`src/rtl/seg_pkg.sv`:
```
// Shared constants and nibble helpers for the seven-segment scan controller.
package seg_pkg;

  localparam int NUM_DIGITS = 8;
  localparam int NIB_W      = 4;
  localparam int DATA_W     = 32;
  localparam int IDX_W      = 3;

  localparam logic [NUM_DIGITS-1:0] ANODE_OFF = 8'hFF;

  function automatic logic [NIB_W-1:0] nib_sel(input logic [DATA_W-1:0] data,
                                               input logic [IDX_W-1:0]  idx);
    logic [DATA_W-1:0] sh;
    sh = data >> {idx, 2'b00};
    return sh[NIB_W-1:0];
  endfunction

  // True when nibble idx and every nibble above it are zero.
  function automatic logic upper_zero(input logic [DATA_W-1:0] data,
                                      input logic [IDX_W-1:0]  idx);
    logic [DATA_W-1:0] sh;
    sh = data >> {idx, 2'b00};
    return (sh == {DATA_W{1'b0}});
  endfunction

endpackage

```
`src/rtl/seg_prescaler.sv`:
```
// Free-running prescaler: counts 0..CLK_DIV-1 and flags the last count with tick.
module seg_prescaler #(
  parameter int CLK_DIV = 100000,
  parameter int CNT_W   = $clog2(CLK_DIV)
) (
  input  logic             clk,
  input  logic             resetn,
  output logic             tick,
  output logic [CNT_W-1:0] cnt
);

  logic [CNT_W-1:0] cnt_r;

  assign tick = (cnt_r == CNT_W'(CLK_DIV - 1));
  assign cnt  = cnt_r;

  // Prescaler count register, wrapping on tick.
  always_ff @(posedge clk or negedge resetn) begin
    if (!resetn) begin
      cnt_r <= {CNT_W{1'b0}};
    end else if (tick) begin
      cnt_r <= {CNT_W{1'b0}};
    end else begin
      cnt_r <= cnt_r + CNT_W'(1);
    end
  end

endmodule

```
`src/rtl/seg_scan_ctrl.sv`:
```
// Eight-digit multiplexed seven-segment scan controller with a double-buffered,
// tear-free display value loaded over a valid/ready handshake.
module seg_scan_ctrl
  import seg_pkg::*;
#(
  parameter int CLK_DIV = 100000,
  parameter int DEAD    = 2000
) (
  input  logic        clk,
  input  logic        resetn,
  input  logic [31:0] data_in,
  input  logic        data_vld,
  output logic        data_rdy,
  input  logic        lz_en,
  output logic [3:0]  num,
  output logic [7:0]  led_en
);

  localparam int CNT_W = (CLK_DIV > 2) ? $clog2(CLK_DIV) : 1;
  localparam logic [CNT_W-1:0] DEAD_C = CNT_W'(DEAD);

  logic [CNT_W-1:0]  cnt_s;
  logic [CNT_W-1:0]  cnt_nxt_s;
  logic              tick_s;
  logic              frame_s;
  logic              accept_s;
  logic              blank_s;
  logic [IDX_W-1:0]  idx_r;
  logic [IDX_W-1:0]  idx_nxt_s;
  logic [DATA_W-1:0] shadow_r;
  logic [DATA_W-1:0] disp_r;
  logic [DATA_W-1:0] disp_nxt_s;
  logic              pending_r;
  logic              pending_nxt_s;
  logic [7:0]        led_nxt_s;
  logic [7:0]        led_en_r;
  logic [NIB_W-1:0]  num_r;

  seg_prescaler #(
    .CLK_DIV (CLK_DIV),
    .CNT_W   (CNT_W)
  ) u_prescaler (
    .clk    (clk),
    .resetn (resetn),
    .tick   (tick_s),
    .cnt    (cnt_s)
  );

  // Next-state decode; outputs are derived from next-state so they line up with the live slot.
  always_comb begin
    frame_s   = tick_s && (idx_r == IDX_W'(NUM_DIGITS - 1));
    accept_s  = data_vld && !pending_r;
    cnt_nxt_s = tick_s ? {CNT_W{1'b0}} : (cnt_s + CNT_W'(1));
    idx_nxt_s = tick_s ? (idx_r + IDX_W'(1)) : idx_r;

    if (frame_s && pending_r) begin
      disp_nxt_s = shadow_r;
    end else begin
      disp_nxt_s = disp_r;
    end

    if (accept_s) begin
      pending_nxt_s = 1'b1;
    end else if (frame_s) begin
      pending_nxt_s = 1'b0;
    end else begin
      pending_nxt_s = pending_r;
    end

    blank_s = lz_en && (idx_nxt_s != {IDX_W{1'b0}}) && upper_zero(disp_nxt_s, idx_nxt_s);

    if ((cnt_nxt_s < DEAD_C) || blank_s) begin
      led_nxt_s = ANODE_OFF;
    end else begin
      led_nxt_s = ~(8'b0000_0001 << idx_nxt_s);
    end
  end

  // Digit index, buffers, handshake state and registered outputs.
  always_ff @(posedge clk or negedge resetn) begin
    if (!resetn) begin
      idx_r     <= {IDX_W{1'b0}};
      shadow_r  <= {DATA_W{1'b0}};
      disp_r    <= {DATA_W{1'b0}};
      pending_r <= 1'b0;
      led_en_r  <= ANODE_OFF;
      num_r     <= {NIB_W{1'b0}};
    end else begin
      idx_r     <= idx_nxt_s;
      disp_r    <= disp_nxt_s;
      pending_r <= pending_nxt_s;
      if (accept_s) begin
        shadow_r <= data_in;
      end else begin
        shadow_r <= shadow_r;
      end
      led_en_r  <= led_nxt_s;
      num_r     <= nib_sel(disp_nxt_s, idx_nxt_s);
    end
  end

  assign data_rdy = ~pending_r;
  assign led_en   = led_en_r;
  assign num      = num_r;

endmodule

```
`config.mk`:
```
export PLATFORM = sky130hd
export DESIGN_NAME = seg_scan_ctrl
export DESIGN_NICKNAME = d
export VERILOG_FILES = /design/src/rtl/seg_pkg.sv /design/src/rtl/seg_prescaler.sv /design/src/rtl/seg_scan_ctrl.sv
export SDC_FILE = /design/constraint.sdc
export NUM_CORES = 1
export LEC_CHECK = 0
export ABC_AREA = 1
export BUFFER_PORTS_ARGS = -buffer_cell sky130_fd_sc_hd__buf_2
export CORE_MARGIN = 2
export CORE_UTILIZATION = 40
export DETAILED_ROUTE_END_ITERATION = 6
export RECOVER_POWER = 50
export SYNTH_ARGS = -nofsm -noshare
export SYNTH_HDL_FRONTEND = slang
export SYNTH_HIERARCHICAL = 1
export SYNTH_SLANG_ARGS = --single-unit
export TNS_END_PERCENT = 5
```
`constraint.sdc`:
```
create_clock -name clk -period 3.3 [get_ports clk]
set_input_delay 0.66 -clock clk [delete_from_list [all_inputs] [get_ports clk]]
set_output_delay 0.66 -clock clk [all_outputs]
set_load 0.005 [all_outputs]
```
## After elaboration in Yosys (flattened, before gate mapping)

Index checks and enable logic that the tools add are counted.

| storage, ports and cells | value |
|---|---|
| bits in writable memories | 0 |
| output and inout bits | 13 |
| bits in read-only memories | 0 |
| memories kept | 0 |
| bits in registers | 97 |
| bits in latches | 0 |
| input port bits | 36 |
| word-level logic and storage cells | 32 |

| operators by class | value |
|---|---|
| div/mod/pow operators | 0 |
| add/sub/neg operators | 2 |
| shift-type cells | 2 |
| bitwise operators | 2 |
| multiply operators | 0 |
| multiplexer cells | 6 |
| eq/ne operators | 2 |
| $lt $le $gt $ge | 1 |
| reduce and logical (&&, ||, !) cells | 10 |

Operator list:

| cell | count |
|---|---|
| 32-bit zero test | 1 |
| 32-bit two-way mux | 1 |
| 32-bit by 5-bit right shift with 32-bit output | 1 |
| 17-bit by 1-bit adder with 17-bit output, second input constant | 1 |
| 17-bit equality test, second input constant | 1 |
| 17-bit by 11-bit < comparator with 1-bit output, second input constant | 1 |
| 17-bit two-way mux | 1 |
| 8-bit two-way mux | 1 |
| 8-bit NOT | 1 |
| 1-bit by 3-bit << shifter with 8-bit output, first input constant | 1 |
| 1-bit logical AND | 5 |
| 3-bit by 1-bit adder with 3-bit output, second input constant | 1 |
| 3-bit equality test, second input constant | 1 |
| 3-bit two-way mux | 1 |
| 3-bit nonzero test | 1 |
| 1-bit two-way mux | 2 |
| 2-bit nonzero test | 1 |
| 1-bit zero test | 1 |
| 1-bit logical OR | 1 |
| 1-bit NOT | 1 |

## Depth between registers and ports, before layout

Gate-level depths: netlist (run 1).

| logic depth | value |
|---|---|
| depth in word-level cells | 9 |
| gate-level depth with buffers | 22 |
| mapped depth without buffers | 21 |

## Modules after synthesis

Netlist (run 1), hierarchy kept.

By module, submodules not included:

| module | cells an instance | sequential area each (um2) | area each (um2) | instances |
|---|---|---|---|---|
| seg_scan_ctrl | 520 | 2011.9 | 4165.2 | 1 |
| seg_prescaler | 138 | 425.4 | 978.4 | 1 |

## Least setup slack after synthesis (run 1)

OpenSTA, ideal clock, no wires.

| path | value |
|---|---|
| kind | register to register |
| from | reg u_prescaler.cnt_r[0] (netlist: u_prescaler/cnt[0]) |
| to | reg led_en_r[0] (netlist: led_en[0]) |
| library setup time | 67 ps |
| data required time | 3233 ps |
| stages on the path, launching flop included | 20 |
| arrival | 2332 ps |
| clock period less this slack | 2400 ps |
| setup slack | 900 ps |
| buffers on the path | 2 |
| cells stage by stage | dfrtp_1 > ha_1 > nand2_2 > inv_1 > nand2_1 > nor2_1 > nand2_2 > inv_2 > buf_6 > nand2_2 > nand2_4 > buf_8 > nand3_1 > nand3_1 > nand3_1 > o21ai_1 > nand2_1 > nor2_2 > nand3_4 > nand3_1 |

| on the way | value |
|---|---|
| longest elaborated chain between the ends | 9 |
| elaborated cells between the ends (all ways) | 17 |
| those cells by class | 1 x add/sub; 1 x order compare; 1 x eq/ne; 2 x shift; 4 x mux; 1 x bitwise; 7 x reduce/logical |

RTL lines:

| element | RTL line | source |
|---|---|---|
| from (decl) | seg_prescaler.sv:12 | `logic [CNT_W-1:0] cnt_r;` |
| from (signal assigned) | seg_prescaler.sv:20 | `cnt_r <= {CNT_W{1'b0}};` |
| from (signal assigned) | seg_prescaler.sv:22 | `cnt_r <= {CNT_W{1'b0}};` |
| from (signal assigned) | seg_prescaler.sv:24 | `cnt_r <= cnt_r + CNT_W'(1);` |
| 17-bit equality test (*) | seg_prescaler.sv:14 | `assign tick = (cnt_r == CNT_W'(CLK_DIV - 1));` |
| net tick_s | seg_scan_ctrl.sv:24 | `logic tick_s;` |
| 1-bit logical AND | seg_scan_ctrl.sv:51 | `frame_s = tick_s && (idx_r == IDX_W'(NUM_DIGITS - 1));` |
| 1-bit logical AND | seg_scan_ctrl.sv:56 | `if (frame_s && pending_r) begin` |
| 32-bit two-way mux | seg_scan_ctrl.sv:56 |  |
| 32-bit by 5-bit right shift with 32-bit output | -- |  |
| 32-bit zero test | seg_pkg.sv:23 | `return (sh == {DATA_W{1'b0}});` |
| 1-bit logical AND | seg_scan_ctrl.sv:70 | `blank_s = lz_en && (idx_nxt_s != {IDX_W{1'b0}}) && upper_zero(disp_nxt_s, idx_nxt_s);` |
| 1-bit logical OR | seg_scan_ctrl.sv:72 | `if ((cnt_nxt_s < DEAD_C) \|\| blank_s) begin` |
| 8-bit two-way mux (*) | seg_scan_ctrl.sv:72 |  |
| net led_nxt_s[0] | seg_scan_ctrl.sv:35 | `logic [7:0] led_nxt_s;` |
| to (signal assigned) | seg_scan_ctrl.sv:97 | `led_en_r <= led_nxt_s;` |
| to (decl) | seg_scan_ctrl.sv:36 | `logic [7:0] led_en_r;` |

Mark *: on every way through the listed nets, which the timed path passes. The rest lies on a longest branch.
A chain may end at the register's enable or synchronous reset.

## Worst setup path after layout (run 1)

| path | value |
|---|---|
| from | reg u_prescaler.cnt_r[0] (netlist: u_prescaler/cnt[0]) |
| to | reg led_en_r[6] (netlist: led_en[6]) |

Same word-level chain as after synthesis.

==> run_results.csv, run 1 <==
group,metric,value,unit
die,dieArea,13800,um^2
timing,hold_slack,0.500,ns
placed_design,portBuffers,48,
grt,antenna_found_initial,0,
worst_setup_path,cpPeakStageDelay,0.43,ns
worst_setup_path,crit_family,"simple AND/OR/NAND/NOR gates",
cells_and_area,area_growth_syn_to_layout,13.2,%
clocking,cts_buffers,9,
detailed_routing,antenna_left,0,
timing,fin_crit,2.94,ns
worst_setup_path,arrival,3.22,ns
synth,syn_nets,697,
worst_setup_path,rr_startpoint,"u_prescaler/cnt[0]",
worst_setup_path,reg2reg_setup_slack,0.36,ns
detailed_routing,drc,0,
die,initial_core_util,40.9,%
detailed_routing,drtIter0Drc,238,
min_path,worstHoldPathCells,2,
grt,grt_pass1_wl,19300,um
detailed_routing,vias,4216,
clocking,ctsLongestPathBuffers,2,
die,fp.dieH,117,um
detailed_routing,routed_wl,11200,um
placed_design,hpwl,7960,um
status,violations,"capacitance limit, slew limit",
clocking,clock-sinks,97,
worst_setup_path,ff2ff_path_depth,18,
die,core,12600,um^2
worst_setup_path,required,3.58,ns
timing,setup_tns,0,ns
detailed_routing,via_per_inst,4.80,
placed_design,pre_cts_ws,0.178,ns
cells_and_area,finalInstanceArea,5820,um^2
timing,setup_viol,0,
worst_setup_path,crit_path_frequent_cell,"nand2_1",
clocking,ctsResizeCount,0,
timing,drv_slew,46,
min_path,min_from,"disp_r[23]",
synth,yosysSeqAreaShare,47.4,%
worst_setup_path,cp-end-kind,"flop",
synth,synth.distinct_cells,35,
timing,worstMarginPinSlew,2.57,ns
worst_setup_path,path_cells,"ha_1 -> nand2_1 -> inv_1 -> nand2_1 -> nor2_1 -> nand2_2 -> inv_6 -> nand3_4 -> buf_4 -> o21ai_0 -> nand3_1 -> nand3_1 -> nand2_1 -> nor2_1 -> nand4_1 -> nand2_1 -> nand3_4 -> nand3_1",
timing,post-route-period-util,89.0,%
timing,max_freq,0.340,GHz
synth,synth-seq-cells,97,
detailed_routing,wire_per_inst,12.7,um
worst_setup_path,slowest_stage,"dfrtp_1",
grt,gr-total-overflow,0,
cells_and_area,final_core_util,46.3,%
worst_setup_path,crit_buf_inv,3,
status,status,"complete, but fails checks",
timing,fin_ws,0.362,ns
placed_design,dpl_cell_area,5500,um^2
clocking,ctsRootBufferMaster,"clkbuf_16",
min_path,min_to,"disp_r[23]",
placed_design,gp_congestion,0.925,
die,io_pins,49,
synth,synth.cell_area,5140,um^2
synth,yosysWarnings,6,
clocking,post-cts-setup-buffer-count,0,
power,p_leak,3.31,nW
cells_and_area,n_antenna_cell,0,
cells_and_area,drive_gt1_share,17.3,%
synth,syn_area_per_cell,7.82,um^2
timing,slew_headroom,-71.3,%
worst_setup_path,crit_cells,18,
worst_setup_path,cp-start-kind,"flop",
timing,rsz0062_at_grt,"false",
grt,grt_pass1_vias,4095,
power,pwr_density_cell,403,nW/um^2
grt,grt_max_degree,53,
worst_setup_path,timing.rr.end,"led_en[6]",
timing,skew,0.0110,ns
clocking,h-tree-depth,3,
detailed_routing,drtPass1Iterations,4,
grt,grt_use_total,17.2,%
clocking,clk_latency,0.35,ns
job,drv_cap,1,
power,ir_drop,0.000281,V
worst_setup_path,worst-setup-path-type,"reg -> reg",
clocking,tritoncts,"done",
clocking,clkSlewWorstSetupHoldPaths,0.07,ns
die,fp-row-count,41,
worst_setup_path,crit_fanout,20,
min_path,min_path_type,"reg -> reg",
synth,syn_inst,658,
timing,final_hold_viol_count,0,
cells_and_area,fin_nets,741,
clocking,cts_hold_buffers,0,
die,dieWidth,117,um
## cell families after synthesis
kind of cell	synth area share [%]
fa+ha+maj	0.730
compound gates	5.01
simple gates	31.4
buf+inv	10.7
flops	47.4
mux	3.94
xor+xnor	0.851
## flip-flops by register name, summed over array words and instances, names as in the netlist
| signal | cells |
|---|---|
| disp_r | 32 |
| u_prescaler/cnt | 17 |
| num | 4 |
| idx_r | 3 |
| pending_r | 1 |
| shadow_r | 32 |
| led_en | 8 |
## metal layers
layer	part of all wire (%)	track usage (%)	up-vias
li1	-	-	2144
met1	49	23.4	1982
met2	46	27.2	76
met3	4.1	4.23	14
met4	1.5	5.12	0
met5	0	0	-
## report_power, final
part	total, mW	switching, mW	internal [mW]	leakage, nW
Sequential	1.19	0	1.19	1.24
Combinational	0.0446	0.0276	0.0169	1.93
Clock	1.11	0.449	0.665	0.150
## tightest hold or removal path: stages (launching register included)
cell and delay, ns:
dfrtp_1 0.32, nand2_1 0.06, nand2_1 0.08
## stage by stage
stage               total power [mW]  std cells
global placement                1.26        862
CTS                             2.38        878
detailed placement              1.26        862
finish                          2.35        879
global route                    2.44        879
floorplan                       1.21        658
## final cells by class
| type | instances | area, um^2 |
|---|---|---|
| inverters | 100 | 380 |
| multi-input cells | 439 | 2170 |
| clock inverters | 5 | 81.3 |
| well taps | 172 | 215 |
| clock buffers | 11 | 233 |
| fillers | 1243 | 6750 |
| flip-flops and latches | 97 | 2440 |
| repair buffers | 55 | 308 |
## how the worst max path moves through the flow
stage,from,endpoint,slack [ns]
after CTS,u_prescaler/cnt[0],led_en[6],0.16
after floorplan,u_prescaler/cnt[0],led_en[0],0.90
after global placement,u_prescaler/cnt[0],led_en[4],0.29
after global routing,u_prescaler/cnt[0],led_en[6],0.06
after detailed placement,u_prescaler/cnt[0],led_en[6],0.18
final,u_prescaler/cnt[0],led_en[6],0.36
## synth_stat cells (all sizes together)
master	n	share of area [%]
nor2	74	5.8
a221oi	1	0.17
nand2	195	15
o21ai	22	2.2
clkbuf	6	0.44
and2	1	0.12
nand3	75	8.0
inv	100	7.3
nor3	5	0.49
o31ai	1	0.15
nor4	2	0.24
dfrtp	89	43
nor3b	1	0.15
o211ai	1	0.15
mux2	18	3.9
ha	3	0.73
buf	17	2.9
xnor2	1	0.17
a21oi	21	2.0
xor2	4	0.68
dfstp	8	4.1
o21bai	2	0.29
nand4	11	1.3
## cell usage in the layout, fill, tap and decap left out, types with 4 or more instances in the layout
cell type / instances
nand2_1: 181
inv_1: 97
dfrtp_1: 89
nand3_1: 71
nor2_1: 69
buf_2: 47
a21oi_1: 21
mux2_2: 18
o21ai_0: 12
nand4_1: 11
nand2_2: 10
o21ai_1: 9
clkbuf_16: 9
dfstp_2: 8
nor2_2: 5
nor3_1: 5
buf_4: 5
xor2_1: 4
No activity file was read; power rests on OpenSTA's default activity.
==> inputs of run 2 (changes only) <==
- CORE_UTILIZATION: 40 -> 59
- PLACE_DENSITY: default -> 0.79
==> run_results.csv, run 2 (synthesized netlist as in run 1, its figures left out) <==
group,metric,value,unit
detailed_routing,antenna_left,0,
clocking,h-tree-depth,3,
clocking,clkSlewWorstSetupHoldPaths,0.10,ns
power,switchingPower,0.444,mW
die,dieWidth,97.4,um
timing,max_freq,0.344,GHz
detailed_routing,drtIter0Drc,193,
power,clkPwrFrac,38.5,%
clocking,ctsLongestPathBuffers,2,
die,fp.dieH,97.4,um
clocking,cts_buffers,9,
detailed_routing,via_per_inst,5.24,
die,initial_core_util,59.9,%
worst_setup_path,cp-start-kind,"flop",
clocking,ctsRootBufferMaster,"clkbuf_8",
status,status,"complete, but fails checks",
die,core,8590,um^2
grt,grt_pass1_wl,18600,um
power,p_leak,3.26,nW
job,drv_cap,1,
clocking,tritoncts,"done",
worst_setup_path,required,3.59,ns
min_path,worstHoldPathCells,2,
timing,fin_crit,2.91,ns
placed_design,hpwl,7680,um
detailed_routing,drtPass1Iterations,5,
min_path,min_to,"disp_r[22]",
min_path,min_from,"shadow_r[22]",
cells_and_area,layout_commonest_cell,"nand2_1",
cells_and_area,layout_common_cells,"nand2_1 (181), inv_1 (97), dfrtp_1 (89)",
cells_and_area,n_antenna_cell,0,
min_path,min_path_type,"reg -> reg",
power,power,2.00,mW
cells_and_area,final_core_util,65.3,%
placed_design,gp_congestion,0.926,
worst_setup_path,worst-setup-path-type,"reg -> reg",
clocking,post-cts-setup-buffer-count,0,
timing,rsz0062_at_grt,"false",
detailed_routing,wire_per_inst,12.9,um
worst_setup_path,arrival,3.20,ns
timing,fin_ws,0.392,ns
grt,gr-total-overflow,0,
timing,skew,0.0147,ns
placed_design,pre_cts_ws,0.199,ns
timing,final_hold_viol_count,0,
power,pwr_density_cell,357,nW/um^2
power,p_int,1.56,mW
cells_and_area,drive_gt1_share,17.0,%
cells_and_area,area_growth_syn_to_layout,9.15,%
timing,post-route-period-util,88.1,%
power,pwr-share-seq,59.3,%
timing,drv_slew,43,
cells_and_area,nFillCells,781,
die,fp-row-count,34,
detailed_routing,drc,0,
grt,grt_use_total,23.7,%
timing,setup_tns,0,ns
power,ir_drop,0.000221,V
placed_design,portBuffers,48,
detailed_routing,routed_wl,10500,um
grt,grt_pass1_vias,4023,
die,io_pins,49,
power,swShare,22.2,%
clocking,clock-sinks,97,
worst_setup_path,reg2reg_setup_slack,0.39,ns
power,p_comb_share,2.2,%
cells_and_area,fin_nets,739,
timing,slew_headroom,-56.8,%
worst_setup_path,crit_fanout,18,
grt,grt_max_degree,56,
worst_setup_path,ff2ff_path_depth,18,
cells_and_area,finalInstanceArea,5610,um^2
status,violations,"capacitance limit, slew limit",
clocking,clk_latency,0.36,ns
worst_setup_path,timing.rr.end,"led_en[0]",
worst_setup_path,rr_startpoint,"u_prescaler/cnt[0]",
die,dieArea,9480,um^2
detailed_routing,vias,4262,
grt,antenna_found_initial,0,
placed_design,dpl_cell_area,5420,um^2
timing,setup_viol,0,
timing,worstMarginPinSlew,2.35,ns
worst_setup_path,cp-end-kind,"flop",
## run 2: routing by layer
metal  vias to the layer above  part of all wire [%]  GRT usage (%)
li1                       2136                     -              -
met1                      1979                    46           32.4
met2                       130                    47           39.2
met3                        17                   5.1           3.81
met4                         0                   1.6           7.37
met5                         -                     0              0
## run 2: final cells by class
| type | instances | area (um^2) | share of cell area (%) |
|---|---|---|---|
| Sequential cell | 97 | 2440 | 43.4 |
| Multi-Input combinational cell | 438 | 2160 | 38.4 |
| Inverter | 100 | 378 | 6.73 |
| Timing Repair Buffer | 54 | 313 | 5.57 |
| Tap cell | 108 | 135 | 2.41 |
| Clock buffer | 10 | 128 | 2.27 |
| Clock inverter | 6 | 67.6 | 1.20 |
## run 2: power groups by stage
stage          sequential (mW)  combinational (mW)  clock [mW]
4_1_cts                   1.19              0.0467       0.781
3_5_place_dp              1.21              0.0467           0
6_report                  1.19              0.0439       0.771
5_1_grt                   1.19              0.0524       0.839
3_3_place_gp              1.21              0.0458           0
2_1_floorplan             1.21            0.000355           0
## run 2: per-stage QoR
step | cells | hold slack, ns
5_1_grt | 813 | 0.515
2_1_floorplan | 658 | 0.364
4_1_cts | 813 | 0.304
6_report | 813 | 0.509
3_5_place_dp | 797 | 0.493
3_3_place_gp | 797 | 0.484
## run 2: how the worst max path moves through the flow
| stage | start | depth (start not counted) | endpoint |
|---|---|---|---|
| global route | u_prescaler/cnt[0] | 19 | led_en[3] |
| floorplan | u_prescaler/cnt[0] | 19 | led_en[0] |
| detailed placement | u_prescaler/cnt[0] | 19 | led_en[3] |
| finish | u_prescaler/cnt[0] | 18 | led_en[0] |
| global placement | u_prescaler/cnt[0] | 19 | led_en[6] |
| CTS | u_prescaler/cnt[0] | 19 | led_en[5] |
## run 2: critical path, cell delays in order (launching register included)
cell and delay, ns:
dfrtp_1 0.43, ha_1 0.22, nand2_1 0.08, inv_1 0.08, nand2_1 0.05, nor2_1 0.11
nand2_2 0.13, inv_4 0.19, nand3_4 0.20, buf_4 0.24, o21ai_1 0.23, nor2_1 0.06
nor2_1 0.12, nand3_1 0.09, nand2_1 0.09, nand3_1 0.11, nor2_2 0.16, nand3_4 0.12
nand3_1 0.09
## run 2: timing repair
item	4_1_cts	5_1_grt
gates resized for setup	0	8
hold buffers	0	0
setup endpoints to repair	0	8
==> inputs of run 3 (changes only) <==
- CAP_MARGIN: default -> 0
- RECOVER_POWER: 50 -> default
==> run_results.csv, run 3 (synthesized netlist as in run 1, its figures left out) <==
group,metric,value,unit
status,status,"finished, final reports clean",
cells_and_area,layout_commonest_cell,"nand2_1",
cells_and_area,multi_input_area,2170,um^2
clocking,h-tree-depth,3,
worst_setup_path,crit_family,"simple AND/OR/NAND/NOR gates",
timing,fin_ws,0.380,ns
cells_and_area,final_cells,813,
clocking,clkSlewWorstSetupHoldPaths,0.10,ns
cells_and_area,seqCellArea,2440,um^2
cells_and_area,nFillCells,776,
timing,setup_viol,0,
detailed_routing,vias,4252,
die,dieWidth,97.4,um
timing,final_hold_viol_count,0,
cells_and_area,area_growth_syn_to_layout,9.46,%
power,pwr-share-seq,59.3,%
power,swShare,22.1,%
power,p_comb_share,2.2,%
min_path,min_path_type,"in -> async",
die,io_pins,49,
timing,setup_tns,0,ns
worst_setup_path,slowest_stage,"dfrtp_1",
worst_setup_path,cp-end-kind,"flop",
cells_and_area,n_antenna_cell,0,
die,initial_core_util,59.9,%
grt,grt_use_total,23.7,%
detailed_routing,via_per_inst,5.23,
worst_setup_path,worst-setup-path-type,"reg -> reg",
cells_and_area,fin_nets,739,
timing,drv_slew,0,
clocking,cts_hold_buffers,0,
clocking,clock-sinks,97,
die,fp.dieH,97.4,um
detailed_routing,wire_per_inst,12.9,um
die,fp-row-count,34,
power,ir_drop,0.000221,V
placed_design,placed_cells,797,
grt,grt_pass1_vias,4023,
timing,fin_crit,2.92,ns
clocking,tritoncts,"done",
timing,rsz0062_at_grt,"false",
grt,grt_max_degree,56,
worst_setup_path,cpPeakStageDelay,0.43,ns
clocking,ctsLongestPathBuffers,2,
timing,max_freq,0.342,GHz
cells_and_area,drive_gt1_share,17.9,%
grt,gr-total-overflow,0,
die,dieArea,9480,um^2
worst_setup_path,path_cells,"ha_1 -> nand2_2 -> inv_1 -> nand2_1 -> nor2_1 -> nand2_2 -> inv_4 -> nand3_4 -> buf_4 -> o21ai_1 -> nor2_1 -> nor2_1 -> nand3_1 -> nand2_1 -> nand3_1 -> nor2_2 -> nand3_4 -> nand3_1",
cells_and_area,layout_common_cells,"nand2_1 (180), inv_1 (97), dfrtp_1 (89)",
worst_setup_path,crit_fanout,18,
grt,grt_pass1_wl,18600,um
power,p_leak,3.26,nW
power,switchingPower,0.443,mW
placed_design,hpwl,7680,um
timing,post-route-period-util,88.5,%
detailed_routing,drtIter0Drc,197,
timing,worstMarginPinSlew,0.980,ns
timing,slew_headroom,34.7,%
clocking,clk_latency,0.36,ns
power,p_int,1.56,mW
detailed_routing,routed_wl,10500,um
worst_setup_path,cp-start-kind,"flop",
worst_setup_path,crit_buf_inv,3,
clocking,cts_buffers,9,
power,clkPwrFrac,38.4,%
placed_design,gp_congestion,0.926,
clocking,post-cts-setup-buffer-count,0,
die,core,8590,um^2
placed_design,portBuffers,48,
clocking,ctsRootBufferMaster,"clkbuf_8",
detailed_routing,antenna_left,0,
power,power,2.00,mW
grt,antenna_found_initial,0,
job,drv_cap,0,
power,pwr_density_cell,356,nW/um^2
clocking,ctsResizeCount,0,
worst_setup_path,required,3.59,ns
detailed_routing,drc,0,
detailed_routing,drtPass1Iterations,5,
timing,skew,0.0130,ns
placed_design,pre_cts_ws,0.199,ns
worst_setup_path,arrival,3.21,ns
-- run 3: cell types whose count changed in the layout (fill, tap and decap cells not counted), sizes merged --
cell / change
clkbuf: -1
buf: +1
-- run 3: path summary, 6_finish.rpt --
| kind | endpoint | start | cells past startpoint | slack (ns) |
|---|---|---|---|---|
| min in group clk | disp_r[22] | shadow_r[22] | 2 | 0.51 |
| worst min-delay path | u_prescaler/cnt[14] | resetn | 1 | 0.27 |
| worst max register to register | led_en[0] | u_prescaler/cnt[0] | 18 | 0.38 |
| max in group asynchronous | led_en[5] | resetn | 2 | 2.30 |
| worst min register to register | disp_r[22] | shadow_r[22] | 2 | 0.51 |
| worst max-delay path | led_en[0] | u_prescaler/cnt[0] | 18 | 0.38 |
-- run 3: power groups by stage --
stage	logic, mW	clock network, mW	registers [mW]
after floorplan	0.000355	0	1.21
after global placement	0.0458	0	1.21
after detailed placement	0.0467	0	1.21
after CTS	0.0467	0.781	1.19
after global routing	0.0527	0.839	1.19
final	0.0443	0.770	1.19
-- run 3: through the flow --
step / util [%] / hold slack, ns / cell area [um^2]
3_3_place_gp: 63.1 / 0.484 / 5420
2_1_floorplan: - / 0.364 / 5140
3_5_place_dp: 63.1 / 0.493 / 5420
5_1_grt: 65.5 / 0.328 / 5630
4_1_cts: 65.4 / 0.304 / 5620
6_report: 65.5 / 0.274 / 5630
-- run 3: area by class of cell --
cell class / instances / area share [%]
Clock buffer: 10 / 2.27
Clock inverter: 6 / 1.20
Inverter: 100 / 6.71
Multi-Input combinational cell: 438 / 38.5
Sequential cell: 97 / 43.3
Tap cell: 108 / 2.40
Timing Repair Buffer: 54 / 5.62
-- run 3: routing by layer --
metal / track usage (%) / wire, um / vias to the layer above
met5: 0 / 0 / -
met4: 7.37 / 170 / 0
met3: 3.81 / 513 / 17
met2: 39.2 / 5000 / 116
met1: 32.4 / 4840 / 1983
li1: - / - / 2136
